[src/rtl/mem_stage.sv]
// mem_stage: dmem request issue, outstanding-request tracking and mem/wb pipeline register
module mem_stage #(
  parameter bit ALIGN_CHECK = 1'b1
) (
  input  logic        clk,
  input  logic        rst,
  input  logic        i_stall,
  input  logic        i_flush,
  input  logic        i_valid,
  input  logic        i_mem_read,
  input  logic        i_mem_write,
  input  logic [2:0]  i_funct3,
  input  logic [31:0] i_alu_out,
  input  logic [31:0] i_rs2_rdata,
  input  logic [4:0]  i_rd_addr,
  input  logic        i_regf_we,
  input  logic        i_wb_mux,
  input  logic        dmem_resp,
  output logic [31:0] dmem_addr,
  output logic [3:0]  dmem_rmask,
  output logic [3:0]  dmem_wmask,
  output logic [31:0] dmem_wdata,
  output logic        o_issue_stall,
  output logic        o_valid,
  output logic        o_mem_read,
  output logic        o_mem_write,
  output logic [2:0]  o_funct3,
  output logic [31:0] o_alu_out,
  output logic [4:0]  o_rd_addr,
  output logic        o_regf_we,
  output logic        o_wb_mux,
  output logic [3:0]  o_rmask,
  output logic [3:0]  o_wmask,
  output logic [31:0] o_wdata,
  output logic        o_misaligned
);
  typedef enum logic {IDLE, BUSY} state_t;
  typedef struct packed {
    logic        valid;
    logic        mem_read;
    logic        mem_write;
    logic [2:0]  funct3;
    logic [31:0] alu_out;
    logic [4:0]  rd_addr;
    logic        regf_we;
    logic        wb_mux;
    logic [3:0]  rmask;
    logic [3:0]  wmask;
    logic [31:0] wdata;
    logic        misaligned;
  } stage_t;
  state_t state_q, state_d;
  stage_t st_q, st_d;
  logic pending, mop, adv, aligned, misaligned, issue, live;
  logic [1:0] a, sz;
  logic [3:0] mask;
  assign a = i_alu_out[1:0];
  assign sz = i_funct3[1:0];
  always_comb begin
    pending = state_q == BUSY;
    mop = i_valid & (i_mem_read | i_mem_write) & ~i_flush;
    o_issue_stall = mop & pending & ~dmem_resp;
    adv = ~i_stall & ~o_issue_stall;
    aligned = !ALIGN_CHECK || sz == 2'b00 || (sz == 2'b01 ? !a[0] : a == 2'b00);
    misaligned = mop & ~aligned;
    issue = adv & mop & aligned;
    mask = sz == 2'b00 ? 4'b0001 << a : sz == 2'b01 ? (a[1] ? 4'b1100 : 4'b0011) : 4'b1111;
    dmem_addr = {i_alu_out[31:2], 2'b00};
    dmem_rmask = issue & i_mem_read ? mask : 4'b0000;
    dmem_wmask = issue & i_mem_write ? mask : 4'b0000;
    dmem_wdata = sz == 2'b00 ? {4{i_rs2_rdata[7:0]}} : sz == 2'b01 ? {2{i_rs2_rdata[15:0]}} : i_rs2_rdata;
    // a response with no new issue retires the request; a late response while idle is a no-op
    state_d = issue ? BUSY : dmem_resp ? IDLE : state_q;
  end
  always_comb begin
    st_d = st_q;
    live = i_valid & ~i_flush & ~o_issue_stall;
    if (!i_stall) begin
      st_d.valid = live;
      st_d.mem_read = issue & i_mem_read;
      st_d.mem_write = issue & i_mem_write;
      st_d.funct3 = i_funct3;
      st_d.alu_out = i_alu_out;
      st_d.rd_addr = i_rd_addr;
      st_d.regf_we = live & ~misaligned & i_regf_we;
      st_d.wb_mux = i_wb_mux;
      st_d.rmask = dmem_rmask;
      st_d.wmask = dmem_wmask;
      st_d.wdata = dmem_wdata;
      st_d.misaligned = live & misaligned;
    end
  end
  always_ff @(posedge clk) begin
    if (rst) begin
      state_q <= IDLE;
      st_q <= '0;
    end else begin
      state_q <= state_d;
      st_q <= st_d;
    end
  end
  assign o_valid = st_q.valid;
  assign o_mem_read = st_q.mem_read;
  assign o_mem_write = st_q.mem_write;
  assign o_funct3 = st_q.funct3;
  assign o_alu_out = st_q.alu_out;
  assign o_rd_addr = st_q.rd_addr;
  assign o_regf_we = st_q.regf_we;
  assign o_wb_mux = st_q.wb_mux;
  assign o_rmask = st_q.rmask;
  assign o_wmask = st_q.wmask;
  assign o_wdata = st_q.wdata;
  assign o_misaligned = st_q.misaligned;
endmodule

[config.mk]
export PLATFORM = sky130hd
export DESIGN_NAME = mem_stage
export DESIGN_NICKNAME = d
export VERILOG_FILES = /design/src/rtl/mem_stage.sv
export SDC_FILE = /design/constraint.sdc
export NUM_CORES = 1
export LEC_CHECK = 0
export ABC_AREA = 1
export BUFFER_PORTS_ARGS = -buffer_cell sky130_fd_sc_hd__buf_2
export CORE_MARGIN = 1.5
export CORE_UTILIZATION = 43
export DETAILED_ROUTE_END_ITERATION = 12
export PLACE_DENSITY = 0.93
export SLEW_MARGIN = 20
export SYNTH_ARGS = -nofsm -noshare
export SYNTH_HDL_FRONTEND = slang
export SYNTH_SLANG_ARGS = --single-unit
[constraint.sdc]
create_clock -name clk -period 1.4 [get_ports clk]
set_clock_uncertainty 0.1 [all_clocks]
set_input_delay 0.28 -clock clk [delete_from_list [all_inputs] [get_ports clk]]
set_output_delay 0.28 -clock clk [all_outputs]
set_load 0.005 [all_outputs]
==> qor.yml <==
outcome: "complete, but fails checks"
violations: "setup timing"
synth_compound_area_share_pct: 12.3
ios: 241
n_fill_cell: 669
met3_usage_pct: 5.40
power.total_mw: 5.75
crit_fanout: 10
synth.avg_cell_area_um2: 7.00
cellPowerDensity_nw_per_um2: 946
root_buffer: "clkbuf_8"
setup-tns-final_ps: -4610
gr-usage-met1_pct: 28.1
io_buffer_count: 238
cp-start-kind: "flip-flop"
synthToLayoutAreaGrowth_pct: 59.4
synth_warnings: 0
grt_pass1_vias: 4165
slew_violations: 0
die_y_um: 97.2
finalHoldViolCount: 0
synth_top_family_by_area: "simple AND/OR/NAND/NOR gates"
grt_pass1_wl_um: 19500
nNetsFinal: 881
ff2ff_path_depth: 9
busiest_layer: "met2"
ir_worst_vdd_v: 0.000503
cts_buffers: 9
seq_area_frac_synth_pct: 45.7
arrival_ps: 1450
routed_via_density: 5.03
ys_ff_latch: 87
max_clock_freq_mhz: 546
die_w_um: 97.2
synthAdderAreaFrac_pct: 0
synth_xor_area_share_pct: 0
rsz0062_at_grt: "yes"
cellLeakagePower_nw: 3.38
setup_slack_ps: -430
core_area_um2: 8680
grt_max_degree: 50
cts_tree: "built"
ant_nets: 0
grt_usage_pct: 25.2
drt_iter0_markers: 175
routed_wl_um: 13900
rows: 34
hpwl_um: 8750
htreeDepth: 3
drive_gt1_share_pct: 49.4
antenna_found_initial: 2
clkLatencyLatePin_ps: 340
place.gp.congestion: 0.934
die_area_um2: 9450
hold_buffers: 0
crit_type: "flip-flop to primary output"
fin_crit_sh_pct: 131
route.vias.total: 4598
grt-ovfl-total: 0
cp_data_required_time_ps: 1020
holdPathStages: 3
max-cap-violations: 0
yosys-mux-area-fraction_pct: 0
min_period_ps: 1830
clock_path_buffers: 2
drt-wirelength-per-cell_um: 15.2
hold_path.class: "input port to flip-flop"
synth_area_um2: 3810
drtPass1Iterations: 5
met2_usage_pct: 45.9
cts_sinks: 87
start_util_pct: 44.0
setup_viol: 29
netlist_instances: 545
fin_util_pct: 70.1
endpoint_kind: "primary output"
clk_pin_slew_ps: 90
synth_cell_types: 21
synth-simple-area-share_pct: 26.5
route.detailed.drc: 0
[synthesized netlist by cell type, drive strengths merged]
library cell / n / area (um2)
a22oi: 2 / 15.0
nand2: 191 / 717
nor2: 48 / 188
buf: 56 / 395
inv: 35 / 131
a21oi: 66 / 334
conb: 1 / 3.75
a211oi: 4 / 30.0
clkinv: 1 / 3.75
nor3: 1 / 5.00
clkbuf: 16 / 60.1
o21ai: 18 / 90.1
dfxtp: 87 / 1740
nand3: 19 / 100
[metal layers]
metal | wire length, um | up-vias
met2 | 7360 | 233
met5 | 0 | -
met1 | 5030 | 2143
met4 | 552 | 0
met3 | 942 | 56
li1 | - | 2166
[path summary, 6_finish.rpt]
kind / from / endpoint / slack, ps
worst max-delay path: pending / dmem_rmask[0] / -430
worst min-delay path: i_rd_addr[4] / o_rd_addr[4] / 80
worst max register to register: pending / o_wmask[0] / 90
worst min register to register: o_alu_out[18] / o_alu_out[18] / 360
[stage by stage]
| stage | hold WS, ps | instances | cell area [um2] | worst slack, ps |
|---|---|---|---|---|
| 3_5_place_dp | 352 | 865 | 5060 | -251 |
| 5_1_grt | 62.2 | 914 | 6080 | -513 |
| 2_1_floorplan | 323 | 546 | 3820 | 14.9 |
| 4_1_cts | 66.0 | 902 | 5580 | -375 |
| 3_3_place_gp | 349 | 865 | 5060 | -199 |
| 6_report | 80.8 | 914 | 6080 | -430 |
[logic make-up after synthesis]
kind of cell / Yosys count
simple gates: 259
buf+inv: 108
compound gates: 90
flops: 87
other cells: 1
[worst max-delay path, stage by stage (launching register included)]
cell,delay [ps]
dfxtp_1,310
inv_1,60
nor2_2,40
inv_1,50
nand3_2,70
nor2_2,100
buf_6,140
nand3_1,110
inv_1,110
buf_2,120
[cells in the final DEF (no fill, tap or decap), types with 4 or more instances in the layout]
master / n
dfxtp_1: 87
buf_12: 6
nor2_1: 43
nand3_4: 5
nand2_1: 145
clkbuf_8: 10
a211oi_1: 4
o21ai_0: 17
nand3_2: 5
buf_2: 224
a21oi_1: 63
buf_6: 24
nand2_4: 30
nand3_1: 9
buf_4: 57
inv_1: 32
nand2_2: 15
[report_power, final]
group          internal, mW  switching [mW]
Combinational         0.639           0.672
Clock                 0.883           0.886
Sequential             2.61          0.0658
Total                  4.13            1.62
[cell type report]
| cell class | count | area [um2] | area share (%) |
|---|---|---|---|
| Sequential cell | 87 | 1740 | 28.6 |
| Tap cell | 108 | 135 | 2.22 |
| Timing Repair Buffer | 314 | 1980 | 32.6 |
| Inverter | 36 | 143 | 2.35 |
| Antenna cell | 2 | 5.00 | 0.0823 |
| Clock inverter | 4 | 53.8 | 0.885 |
| Multi-Input combinational cell | 351 | 1870 | 30.8 |
| Clock buffer | 12 | 145 | 2.39 |
[timing repair]
action | CTS | global route
setup buffers | 21 | 13
gates resized for setup | 42 | 100
setup endpoints to repair | 26 | 37
pin swaps | 8 | 19
gates cloned | 0 | 1
[state kept, by name, indices dropped and copies added, names as in the netlist]
signal and count:
o_alu_out 32, o_wdata 32, o_rd_addr 5, o_rmask 4, o_wmask 4, o_funct3 3
o_mem_read 1, o_mem_write 1, o_misaligned 1, o_regf_we 1, o_valid 1, o_wb_mux 1
pending 1
Power figures use the tool's default switching activity.
